==> src/rtl/ram_arb_pkg.sv <==
// ram_arb_pkg: shared widths and FSM state encodings for the RAM port arbiter.
package ram_arb_pkg;
  localparam int ADDR_W_DEF = 8;
  localparam int DATA_W_DEF = 16;
  localparam int ST_W = 1;
  localparam logic [ST_W-1:0] ST_INIT = 1'b0;
  localparam logic [ST_W-1:0] ST_ARB  = 1'b1;
endpackage

==> src/rtl/rr_arb2.sv <==
// rr_arb2: two-way round-robin grant; ptr_i high favours requester 1 on contention.
module rr_arb2 (
  input  logic [1:0] valid_i,
  input  logic       ptr_i,
  output logic [1:0] gnt_o
);
  assign gnt_o[0] = valid_i[0] & (~valid_i[1] | ~ptr_i);
  assign gnt_o[1] = valid_i[1] & (~valid_i[0] | ptr_i);
endmodule

==> src/rtl/ram_port_arbiter.sv <==
// ram_port_arbiter: clears a single-port RAM after reset, then arbitrates two requesters onto it.
module ram_port_arbiter
  import ram_arb_pkg::*;
#(
  parameter int ADDR_W = ADDR_W_DEF,
  parameter int DATA_W = DATA_W_DEF,
  parameter int RD_LAT = 1
) (
  input  logic              i_sys_clk,
  input  logic              i_rst_n,
  input  logic              i_req0_valid,
  input  logic              i_req1_valid,
  input  logic              i_req0_we,
  input  logic              i_req1_we,
  input  logic [ADDR_W-1:0] i_req0_addr,
  input  logic [ADDR_W-1:0] i_req1_addr,
  input  logic [DATA_W-1:0] i_req0_wdata,
  input  logic [DATA_W-1:0] i_req1_wdata,
  output logic              o_req0_ready,
  output logic              o_req1_ready,
  output logic              o_req0_rvalid,
  output logic              o_req1_rvalid,
  output logic [DATA_W-1:0] o_req0_rdata,
  output logic [DATA_W-1:0] o_req1_rdata,
  output logic              o_ram_en,
  output logic              o_ram_we,
  output logic [ADDR_W-1:0] o_ram_addr,
  output logic [DATA_W-1:0] o_ram_din,
  input  logic [DATA_W-1:0] i_ram_dout,
  output logic              o_init_done
);
  logic [ST_W-1:0]   state_q, state_d;
  logic [ADDR_W-1:0] clr_q, clr_d;
  logic              ptr_q, ptr_d;
  logic              in_arb, acc, acc_we, rd_acc;
  logic [1:0]        gnt;
  logic [ADDR_W-1:0] acc_addr;
  logic [DATA_W-1:0] acc_din;
  logic [RD_LAT:0]   pv_q, pt_q;
  logic              out_v, out_t;
  logic              ram_en_q, ram_we_q, init_done_q, rv0_q, rv1_q;
  logic [ADDR_W-1:0] ram_addr_q;
  logic [DATA_W-1:0] ram_din_q, rd0_q, rd1_q;

  assign in_arb = state_q == ST_ARB;

  rr_arb2 u_rr_arb2 (
    .valid_i({i_req1_valid, i_req0_valid} & {2{in_arb}}),
    .ptr_i  (ptr_q),
    .gnt_o  (gnt)
  );

  assign acc      = |gnt;
  assign acc_we   = gnt[1] ? i_req1_we : i_req0_we;
  assign acc_addr = gnt[1] ? i_req1_addr : i_req0_addr;
  assign acc_din  = gnt[1] ? i_req1_wdata : i_req0_wdata;
  assign rd_acc   = acc & ~acc_we;
  assign out_v    = pv_q[RD_LAT];
  assign out_t    = pt_q[RD_LAT];

  always_comb begin
    state_d = (!in_arb && &clr_q) ? ST_ARB : state_q;
    clr_d   = in_arb ? clr_q : clr_q + 1'b1;
    ptr_d   = acc ? gnt[0] : ptr_q;
  end

  // Tag pipe tracks which requester owns each read still travelling through the RAM.
  always_ff @(posedge i_sys_clk or negedge i_rst_n) begin
    if (!i_rst_n) begin
      state_q     <= ST_INIT;
      clr_q       <= '0;
      ptr_q       <= 1'b0;
      pv_q        <= '0;
      pt_q        <= '0;
      ram_en_q    <= 1'b0;
      ram_we_q    <= 1'b0;
      ram_addr_q  <= '0;
      ram_din_q   <= '0;
      init_done_q <= 1'b0;
      rv0_q       <= 1'b0;
      rv1_q       <= 1'b0;
      rd0_q       <= '0;
      rd1_q       <= '0;
    end else begin
      state_q     <= state_d;
      clr_q       <= clr_d;
      ptr_q       <= ptr_d;
      pv_q        <= {pv_q[RD_LAT-1:0], rd_acc};
      pt_q        <= {pt_q[RD_LAT-1:0], gnt[1]};
      ram_en_q    <= !in_arb || acc;
      ram_we_q    <= !in_arb || (acc && acc_we);
      ram_addr_q  <= in_arb ? acc_addr : clr_q;
      ram_din_q   <= in_arb ? acc_din : '0;
      init_done_q <= in_arb;
      rv0_q       <= out_v & ~out_t;
      rv1_q       <= out_v & out_t;
      rd0_q       <= (out_v & ~out_t) ? i_ram_dout : rd0_q;
      rd1_q       <= (out_v & out_t) ? i_ram_dout : rd1_q;
    end
  end

  assign o_req0_ready  = gnt[0];
  assign o_req1_ready  = gnt[1];
  assign o_req0_rvalid = rv0_q;
  assign o_req1_rvalid = rv1_q;
  assign o_req0_rdata  = rd0_q;
  assign o_req1_rdata  = rd1_q;
  assign o_ram_en      = ram_en_q;
  assign o_ram_we      = ram_we_q;
  assign o_ram_addr    = ram_addr_q;
  assign o_ram_din     = ram_din_q;
  assign o_init_done   = init_done_q;
endmodule

==> config.mk <==
export PLATFORM = sky130hd
export DESIGN_NAME = ram_port_arbiter
export DESIGN_NICKNAME = d
export VERILOG_FILES = /design/src/rtl/ram_arb_pkg.sv /design/src/rtl/rr_arb2.sv /design/src/rtl/ram_port_arbiter.sv
export SDC_FILE = /design/constraint.sdc
export NUM_CORES = 1
export LEC_CHECK = 0
export BUFFER_PORTS_ARGS = -buffer_cell sky130_fd_sc_hd__buf_2
export CAP_MARGIN = 20
export CORE_ASPECT_RATIO = 1.1
export CORE_MARGIN = 2
export CORE_UTILIZATION = 47
export DETAILED_ROUTE_END_ITERATION = 6
export GPL_TIMING_DRIVEN = 0
export HOLD_SLACK_MARGIN = 0.1
export PLACE_DENSITY = 0.79
export SYNTH_ARGS = -nofsm -noshare
export SYNTH_HDL_FRONTEND = slang
export SYNTH_SLANG_ARGS = --single-unit
==> constraint.sdc <==
create_clock -name i_sys_clk -period 1.5 [get_ports i_sys_clk]
set_input_delay 0.15 -clock i_sys_clk [delete_from_list [all_inputs] [get_ports i_sys_clk]]
set_output_delay 0.15 -clock i_sys_clk [all_outputs]
set_load 0.02 [all_outputs]
==> results of run 1 <==
[per-layer routing]
layer / share of wire (%) / wire length (um)
met1: 38 / 3290
met2: 51 / 4410
met3: 8.2 / 714
met4: 3.5 / 306
met5: 0 / 0
[through the flow]
step	instance area (sq um)	instances	setup WS, ps	util, %	TNS, ps
CTS	4790	539	-26.0	77.4	-26.0
global route	4800	538	-7.53	77.4	-7.53
detailed placement	3830	455	69.5	61.8	0
global placement	3800	454	-155	61.3	-11290
finish	4800	538	29.9	77.4	0
floorplan	3040	242	109	-	0
[final cells by class]
type | count | area [sq um] | share of cell area [%]
Sequential cell | 75 | 1880 | 39.2
Timing Repair Buffer | 201 | 1380 | 28.7
Buffer | 16 | 136 | 2.84
Inverter | 9 | 33.8 | 0.704
Clock buffer | 9 | 124 | 2.58
Multi-Input combinational cell | 141 | 1020 | 21.3
Tap cell | 80 | 100 | 2.09
Clock inverter | 7 | 124 | 2.58
[cell families after synthesis]
family / Yosys count / synth area share, %
flops: 75 / 61.8
simple gates: 56 / 10.1
compound gates: 44 / 8.32
mux: 33 / 12.2
buf+inv: 26 / 5.11
xor+xnor: 7 / 2.02
fa+ha+maj: 1 / 0.412
[synth_stat cells, drive strengths merged]
cell    instances  share of area (%)
o221ai          6                1.7
o211ai          2               0.49
nor3            2               0.33
clkbuf          3               0.37
mux2           33                 12
a21oi          18                3.1
nand3b          1               0.25
xnor2           6                1.7
and3            2               0.41
o21ai          17                2.8
nand2b          1               0.21
or3             2               0.41
a31oi           1               0.21
xor2            1               0.29
ha              1               0.41
dfrtp          75                 62
nor2b           3               0.87
and4b           1               0.33
nand4           8                1.6
nor2            1               0.21
nand3          21                3.5
nand2          13                1.7
buf            14                3.6
nand4b          1               0.29
inv             9                1.1
[critical path, cell delays in order (launching register included)]
cell	delay (ps)
dfrtp_1	430
buf_6	150
buf_8	130
and3_4	150
buf_6	120
[what timing repair did]
action	CTS	global route
endpoints found under the hold margin	134	0
resized for setup	14	5
pin swaps	0	1
endpoints found under the setup margin	2	2
hold buffers	65	0
setup buffers	3	0
[final timing paths]
kind | startpoint | endpoint | depth (start not counted)
min in group asynchronous | i_rst_n | o_req1_rdata[10]$_DFFE_PN0P_ | 2
setup / recovery | in_arb$_DFFE_PN0P_ | o_req0_ready | 4
max in group asynchronous | i_rst_n | ptr_q$_DFFE_PN0P_ | 3
setup reg to reg | ptr_q$_DFFE_PN0P_ | o_ram_addr[5]$_DFF_PN0_ | 6
hold reg to reg | pv_q[0]$_DFF_PN0_ | pv_q[1]$_DFF_PN0_ | 0
hold / removal | i_req0_addr[3] | o_ram_addr[3]$_DFF_PN0_ | 3
[report_power, final]
group,leakage [uW],total [uW],switching (uW),internal [uW]
Combinational,0.00133,550,268,282
Clock,0.000120,1880,756,1120
Sequential,0.000966,2090,24.2,2070
Total,0.00241,4520,1050,3470
[state kept, by name, indices dropped and copies added, names as in the netlist]
| register | flops |
|---|---|
| clr_q | 8 |
| in_arb | 1 |
| o_init_done | 1 |
| o_ram_addr | 8 |
| o_ram_din | 16 |
| o_ram_en | 1 |
| o_ram_we | 1 |
| o_req0_rdata | 16 |
| o_req0_rvalid | 1 |
| o_req1_rdata | 16 |
| o_req1_rvalid | 1 |
| pt_q | 2 |
| ptr_q | 1 |
| pv_q | 2 |
==> out/metrics.csv, run 1 <==
stage,metric,value,unit
clock_network,cts_made_buffers,9,
route,wire_per_inst,16.2,um
place,hpwlAfterDp,5.38,mm
place,gp_congestion,0.787,
layout,area_delta_synth_final,57.9,%
min_path,min_path_type,in -> reg,
power_and_ir_drop,power.total,4520,uW
clock_network,cts_buffer_depth,2,
layout,layout_common_cells,"buf_2, dfrtp_1, dlygate4sd3_1",
route,routed_wl,8.73,mm
clock_network,cts-htree-levels,3,
global_route,grt_antenna_before_repair,0,
floorplanning,die-area,0.00712,sq mm
sta,final.period_utilization,98.0,%
global_route,met1_usage,29.0,%
power_and_ir_drop,power_density,943,mW/mm^2
power_and_ir_drop,ir_worst_vdd,0.602,mV
layout,nNetsFinal,524,
route,via_per_inst,5.24,
layout,final_common_cell,buf_2,
route,first_pass_iters,4,
logic_synthesis,avgSynthCellArea,12.5,sq um
logic_synthesis,yosysWarningCount,0,
clock_network,clock_latency,340,ps
place,io_buffers,132,
logic_synthesis,synth.distinct_cells,32,
power_and_ir_drop,p_leak,0.00241,uW
logic_synthesis,syn-num-nets,313,
critical_path,end_kind,output pin,
floorplanning,rows,30,
sta,rsz0062_at_grt,yes,
outcome,outcome,completed,
critical_path,critPathMaxFanout,10,
logic_synthesis,ys_ff_latch,75,
route,drc,0,
route,vias,2819,
critical_path,arrival,1320,ps
global_route,grtUsageTotal,25.7,%
flow_run,cap_violations,0,
global_route,grt.busiest_layer,met2,
critical_path,rrSetupSlack,100,ps
critical_path,crit_type,reg -> out,
sta,tightest_slew,490,ps
global_route,first_global_vias,2995,
layout,diodes,0,
sta,fin_skew,8.54,ps
sta,slew_headroom,67.3,%
clock_network,clkSlewWorstSetupHoldPaths,80,ps
global_route,use_met3,5.41,%
global_route,grt_first_pass_wirelength,13.8,mm
layout,fillers,386,
critical_path,start_kind,flip-flop,
floorplanning,die_h,88.3,um
sta,finalSetupViolCount,0,
sta,fmax,680,MHz
route,drt.antenna.violating_nets,0,
clock_network,clock-sinks,75,
clock_network,cts_tree,yes,
logic_synthesis,synth_area,0.00304,sq mm
route,drt_iter0_markers,107,
sta,hold_violations,0,
logic_synthesis,synth_seq_area_share,61.8,%
sta,holdWs,125,ps
clock_network,clockRootBuffer,clkbuf_8,
layout,drive_above_1_share,44.8,%
global_route,grtUsageMet2,45.4,%
floorplanning,initial_core_util,49.0,%
global_route,grt_max_degree,58,
critical_path,required,1350,ps
sta,slew_violations,0,
floorplanning,dieWidth,80.6,um
floorplanning,io_pins,133,
floorplanning,coreArea,0.00619,sq mm
global_route,overflow,0,
sta,min_period,1470,ps
logic_synthesis,netlist_instances,242,
(Power assumes the default switching activity.)
==> inputs of run 2 (changes only) <==
- CORE_UTILIZATION: 47 -> 25
- PLACE_DENSITY: 0.79 -> 0.48
- clock period: 1.5 -> 1.9 ns (I/O delays scaled with it)
==> run 2 against run 1 <==
Effect of this change:
- largest power group is now the clock network
- critical path depth down 1
- largest cell class unchanged
- critical endpoint is now o_req1_ready
- non-clock buffer count down 64
- worst hold slack worse by 15 ps
- flip-flop and latch count unchanged
- register-to-register slack better by 170 ps
==> out/metrics.csv, run 2 (synthesis results as in run 1) <==
stage,metric,value,unit,change
critical_path,critical_path.max_stage_delay,430,ps,about the same
floorplanning,rows,42,,+40%
power_and_ir_drop,p_sw_share,21.6,%,-1.6 points
sta,rsz0062_at_grt,no,,
layout,layout_common_cells,"buf_2, dfrtp_1, mux2_2",,
clock_network,cts-htree-levels,3,,unchanged
power_and_ir_drop,p_leak,0.00218,uW,-9.9%
global_route,grtUsageTotal,13.0,%,-13 points
critical_path,crit_type,reg -> out,,
sta,worst_slack,241,ps,+211 ps
power_and_ir_drop,comb_power_share,8.5,%,-3.7 points
critical_path,critPathTopFamily,buffers and inverters,,
layout,diodes,0,,unchanged
sta,tightest_slew,523,ps,+32.4 ps
critical_path,end_kind,output pin,,
layout,final_common_cell,buf_2,,
critical_path,arrival,1470,ps,+150 ps
sta,fmax,603,MHz,
place,hpwlAfterDp,6.01,mm,+12%
power_and_ir_drop,p_switching,824,uW,-21%
sta,tns,0,ps,unchanged
critical_path,required,1710,ps,+360 ps
clock_network,clkSlewWorstSetupHoldPaths,60,ps,-20 ps
critical_path,critPathMaxFanout,13,,+3
power_and_ir_drop,pwr-share-clk,48.1,%,+6.6 points
critical_path,start_kind,flip-flop,,
route,drc,0,,unchanged
clock_network,clock-sinks,75,,unchanged
floorplanning,dieWidth,109,um,+35%
power_and_ir_drop,seq_power_share,43.4,%,-2.9 points
critical_path,cp_num_buf_inv,2,,-1
floorplanning,initial_core_util,25.5,%,-24 points
route,wire_per_inst,14.5,um,-11%
sta,final.period_utilization,87.3,%,
route,via_per_inst,4.45,,-15%
floorplanning,coreArea,0.0119,sq mm,+93%
sta,hold_violations,0,,unchanged
clock_network,cts_buffer_depth,2,,unchanged
route,routed_wl,7.93,mm,-9.1%
global_route,grt_antenna_before_repair,0,,unchanged
route,vias,2438,,-14%
global_route,first_global_vias,2510,,-16%
floorplanning,io_pins,133,,unchanged
power_and_ir_drop,ir_worst_vdd,0.299,mV,-50%
power_and_ir_drop,power_density,890,mW/mm^2,-5.6%
sta,slew_headroom,65.2,%,-2.2 points
layout,drive_above_1_share,50.0,%,+5.2 points
flow_run,cap_violations,0,,unchanged
route,first_pass_iters,4,,unchanged
sta,fin_skew,4.35,ps,-4.20 ps
sta,min_period,1660,ps,
route,drt.antenna.violating_nets,0,,unchanged
floorplanning,die-area,0.0130,sq mm,+83%
min_path,min_path_type,in -> reg,,
clock_network,cts_tree,yes,,
global_route,grt_max_degree,40,,-31%
clock_network,cts_setup_buffers,0,,-3
sta,slew_violations,0,,unchanged
layout,area_delta_synth_final,41.2,%,
critical_path,cpMaxStageDelayCell,dfrtp_1,,
place,pre_cts_ws,405,ps,+335 ps
clock_network,clock_latency,330,ps,about the same
global_route,grt_first_pass_wirelength,12.9,mm,-6.6%
floorplanning,die_h,120,um,+35%
place,io_buffers,132,,unchanged
critical_path,path_cells,"inv_1, nor3_2, buf_2",,
place,gp_congestion,0.738,,-6.2%
sta,finalSetupViolCount,0,,unchanged
global_route,overflow,0,,unchanged
route,drt_iter0_markers,100,,-6.5%
critical_path,rrSetupSlack,270,ps,+170 ps
layout,nNetsFinal,460,,-12%
outcome,outcome,completed,,
clock_network,clockRootBuffer,clkbuf_16,,
clock_network,cts_made_buffers,9,,unchanged
power_and_ir_drop,internal_power,2990,uW,-14%
==> run 2: final timing paths <==
check / startpoint / end / depth (start not counted)
worst max-delay path: in_arb$_DFFE_PN0P_ / o_req1_ready / 3
worst min-delay path: i_ram_dout[1] / o_req0_rdata[1]$_DFFE_PN0P_ / 2
worst max register to register: in_arb$_DFFE_PN0P_ / in_arb$_DFFE_PN0P_ / 3
worst min register to register: pv_q[0]$_DFF_PN0_ / pv_q[1]$_DFF_PN0_ / 0
max in group asynchronous: i_rst_n / o_ram_din[7]$_DFF_PN0_ / 3
min in group asynchronous: i_rst_n / o_req1_rdata[15]$_DFFE_PN0P_ / 2
==> run 2: stage by stage <==
stage	utilization [%]	hold slack, ps	instance area, sq um	power [uW]	instances
after CTS	36.0	100	4290	3880	550
after detailed placement	32.8	196	3910	2010	529
after floorplan	-	-106	3040	1830	242
final	36.0	109	4290	3820	548
after global routing	36.0	105	4290	3990	548
after global placement	32.6	334	3890	2000	528
==> run 2: cell type report <==
type / instances / area, sq um
clock inverter: 5 / 75.1
tap: 154 / 193
sequential: 75 / 1880
timing repair buffer: 138 / 733
buffer: 15 / 115
fill: 1217 / 7640
clock buffer: 11 / 253
inverter: 9 / 33.8
multi-input combinational: 141 / 1010
==> run 2: what timing repair did <==
item | 4_1_cts | 5_1_grt
hold buffers | 5 | 0
hold endpoints to repair | 43 | 0
resized for setup | 0 | 2
setup endpoints to repair | 0 | 2
==> run 2: layer usage <==
| layer | wire, um | GRT usage [%] | vias up |
|---|---|---|---|
| met5 | 0 | 0 | - |
| met4 | 89 | 5.53 | 0 |
| met3 | 516 | 3.15 | 7 |
| met2 | 3860 | 21.0 | 95 |
| met1 | 3460 | 16.4 | 1187 |
| li1 | - | - | 1149 |
==> run 2: power groups by stage <==
stage	Combinational, uW	Sequential [uW]	Clock (uW)
finish	325	1660	1840
global route	361	1660	1970
detailed placement	323	1690	0
global placement	312	1680	0
floorplan	90.4	1740	0
CTS	332	1660	1890
==> inputs of run 3 (changes only) <==
--- a/config.mk
+++ b/config.mk
@@ -18,2 +18,3 @@
 export SYNTH_HDL_FRONTEND = slang
+export SYNTH_HIERARCHICAL = 1
 export SYNTH_SLANG_ARGS = --single-unit
==> constraint.sdc (replaced) <==
create_clock -name i_sys_clk -period 1.9 [get_ports i_sys_clk]
set_input_delay 0.095 -clock i_sys_clk [delete_from_list [all_inputs] [get_ports i_sys_clk]]
set_output_delay 0.095 -clock i_sys_clk [all_outputs]
set_load 0.02 [all_outputs]
==> run 3 against run 2 <==
Effect of this change:
- clock skew up 4.2 ps
- global-route usage shrank 0.81 points
- sequential share of layout area decreased by 5.6 points
- worst setup slack worse by 100 ps
- via count shrank 2.6%
- cell count grew 6.2%
- largest power group unchanged
- critical endpoint is now o_ram_addr[3]$_DFF_PN0_
- critical path type is now reg -> reg
- sequential power barely moved
- register-to-register slack got worse by 130 ps
- area after synthesis is 0.62% lower
- total power shrank 1.2%
==> out/metrics.csv, run 3 <==
stage,metric,value,unit,change
route,routed_wl,7.57,mm,-4.6%
clock_network,cts_tree,yes,,
route,vias,2374,,-2.6%
sta,tightest_slew,383,ps,-139 ps
sta,finalSetupViolCount,0,,unchanged
sta,final.period_utilization,92.7,%,+5.4 points
power_and_ir_drop,ir_worst_vdd,0.450,mV,+51%
logic_synthesis,synth_top_area_cell,dfrtp_1,,
critical_path,end_kind,flip-flop,,
place,pre_cts_ws,-261,ps,-666 ps
layout,area_delta_synth_final,63.0,%,
sta,slew_headroom,74.4,%,+9.3 points
critical_path,crit_type,reg -> reg,,
global_route,grtUsageTotal,12.2,%,-0.81 points
route,drt_iter0_markers,68,,-32%
clock_network,clockRootBuffer,clkbuf_16,,
critical_path,cp_num_buf_inv,3,,+1
critical_path,r2r-start,in_arb$_DFFE_PN0P_,,
critical_path,cpMaxStageDelayCell,dfrtp_2,,
min_path,hold_end,o_ram_addr[5]$_DFF_PN0_,,
route,via_per_inst,4.08,,-8.3%
place,io_buffers,132,,unchanged
logic_synthesis,synth_seq_area_share,62.2,%,+0.38 points
floorplanning,dieWidth,109,um,-0.30%
flow_run,cap_violations,0,,unchanged
power_and_ir_drop,power_density,767,mW/mm^2,-14%
sta,min_period,1760,ps,+103 ps
logic_synthesis,synth_ff_type,dfrtp_1,,
global_route,grt_max_degree,50,,+25%
logic_synthesis,synth_top_area_share,62.2,%,+0.38 points
layout,drive_above_1_share,46.5,%,-3.5 points
floorplanning,die_h,119,um,-0.30%
critical_path,critPathMaxFanout,10,,-3
place,dpl-instance-area,0.00391,sq mm,-0.19%
layout,nNetsFinal,494,,+7.4%
place,gp_congestion,0.718,,-2.7%
route,first_pass_iters,4,,unchanged
global_route,overflow,0,,unchanged
logic_synthesis,ys_top_cells_by_area,"dfrtp_1, mux2_2, mux2i_1",,
min_path,worst_hold_startpoint,i_req0_addr[5],,
critical_path,worst-r2r-cell-count,7,,+4
logic_synthesis,avgSynthCellArea,14.4,sq um,+15%
logic_synthesis,synth-async-reset-ratio,100,%,unchanged
clock_network,cts_buffer_depth,2,,unchanged
sta,worst_slack,139,ps,-103 ps
global_route,first_global_vias,2463,,-1.9%
logic_synthesis,synth_enable_flop_cells,0,,unchanged
power_and_ir_drop,p_leak,0.00241,uW,+11%
sta,slew_violations,0,,unchanged
critical_path,critPathTopFamily,buffers and inverters,,
clock_network,clkSlewWorstSetupHoldPaths,60,ps,about the same
critical_path,arrival,1960,ps,+490 ps
sta,fmax,568,MHz,-5.8%
clock_network,clock-sinks,75,,unchanged
clock_network,cts-htree-levels,3,,unchanged
logic_synthesis,netlist_instances,210,,-13%
logic_synthesis,synth.top_cells.by_count,"dfrtp_1, mux2_2, mux2i_1",,
logic_synthesis,yosysWarningCount,6,,+6
clock_network,cts_made_buffers,9,,unchanged
critical_path,path_common_cell,buf_6,,
logic_synthesis,synth_area,0.00302,sq mm,-0.62%
sta,rsz0062_at_grt,no,,
critical_path,critical_path.max_stage_delay,440,ps,about the same
route,wire_per_inst,13.0,um,-10%
route,drt.antenna.violating_nets,0,,unchanged
logic_synthesis,synth.distinct_cells,28,,-13%
critical_path,rr_endpoint,o_ram_addr[3]$_DFF_PN0_,,
floorplanning,coreArea,0.0119,sq mm,unchanged
logic_synthesis,ys_ff_latch,75,,unchanged
power_and_ir_drop,power.total,3770,uW,-1.2%
critical_path,path_cells,"buf_6, and2_1, a21boi_2, buf_6, buf_6, mux2i_2, a21oi_1",,
global_route,grt_first_pass_wirelength,12.0,mm,-7.0%
sta,hold_violations,0,,unchanged
logic_synthesis,syn-num-nets,281,,-10%
floorplanning,io_pins,133,,unchanged
floorplanning,rows,42,,unchanged
global_route,grt_antenna_before_repair,0,,unchanged
clock_network,clock_latency,330,ps,about the same
layout,fin_area,0.00492,sq mm,+15%
layout,final_common_cell,buf_2,,
logic_synthesis,synth.most_common_cell,dfrtp_1,,
min_path,min_path_type,in -> reg,,
route,drc,0,,unchanged
outcome,outcome,completed,,
critical_path,start_kind,flip-flop,,
place,hpwlAfterDp,5.05,mm,-16%
critical_path,rrSetupSlack,140,ps,-130 ps
layout,layout_common_cells,"buf_2, dfrtp_1, dlygate4sd3_1",,
critical_path,required,2100,ps,+390 ps
floorplanning,initial_core_util,25.3,%,-0.16 points
min_path,min_path_cells,3,,+1
layout,diodes,0,,unchanged
floorplanning,die-area,0.0130,sq mm,-0.59%
sta,fin_skew,8.59,ps,+4.24 ps
run 3: cell types whose count changed in the layout (fill, tap and decap cells not counted), moves of 8 or more:
cell,delta
nor2b_1,+15
nor2_1,+10
mux2_4,+9
a21oi_1,-9
o21ai_1,-9
o21ai_0,-8
dlygate4sd3_1,+60
nand3_1,-21
mux2i_1,+22
nand4_1,-8
run 3: final cells by class:
class / count / area [sq um]
plain buffers: 10 / 95.1
multi-input cells: 121 / 1060
clock inverters: 5 / 77.6
fillers: 1148 / 7010
flip-flops and latches: 75 / 1880
inverters: 4 / 15.0
clock buffers: 11 / 233
well taps: 154 / 193
repair buffers: 202 / 1370
run 3: routing by layer:
metal	routed length, um	GRT usage [%]
met1	3270	14.3
met2	3750	20.5
met3	413	3.01
met4	136	6.09
met5	0	0
run 3: how the worst max path moves through the flow:
| stage | from | to | slack [ps] | depth (start not counted) |
|---|---|---|---|---|
| CTS | in_arb$_DFFE_PN0P_ | o_req0_ready | 40 | 4 |
| floorplan | in_arb$_DFFE_PN0P_ | o_ram_addr[1]$_DFF_PN0_ | 20 | 7 |
| global placement | in_arb$_DFFE_PN0P_ | o_ram_addr[4]$_DFF_PN0_ | -270 | 7 |
| global route | in_arb$_DFFE_PN0P_ | o_req0_ready | 10 | 4 |
| finish | in_arb$_DFFE_PN0P_ | o_ram_addr[3]$_DFF_PN0_ | 140 | 7 |
| detailed placement | in_arb$_DFFE_PN0P_ | o_ram_addr[4]$_DFF_PN0_ | -260 | 7 |
run 3: kinds of logic after synthesis:
group / Yosys count / share of synthesized area (%)
xor gates and xnor gates: 7 / 2.03
and+or+nand+nor: 42 / 7.92
DFF: 75 / 62.2
muxes: 57 / 21.4
buffers and inverters: 14 / 3.19
adders and majority gates: 1 / 0.415
AOI/OAI and AO/OA: 14 / 2.86
run 3: repair_timing:
item / CTS / global route
hold buffers: 65 / 0
setup buffers: 1 / 3
setup endpoints to repair: 20 / 6
resized for setup: 6 / 1
endpoints found under the hold margin: 133 / 0
run 3: worst min-delay path: stages:
cell,delay [ps]
buf_2,100
mux2i_1,60
a21oi_1,150
run 3: stage by stage:
stage | std cells | util [%] | TNS (ps) | hold WS [ps]
6_report | 582 | 41.2 | 0 | 123
5_1_grt | 582 | 41.2 | 0 | 115
4_1_cts | 579 | 41.0 | 0 | 102
3_5_place_dp | 497 | 32.7 | -2590 | 47.0
3_3_place_gp | 496 | 32.5 | -2570 | 302
2_1_floorplan | 210 | - | 0 | -201
run 3: report_power, final:
part / internal [uW] / switching, uW
clock network: 1150 / 623
logic: 207 / 149
registers: 1630 / 16.8
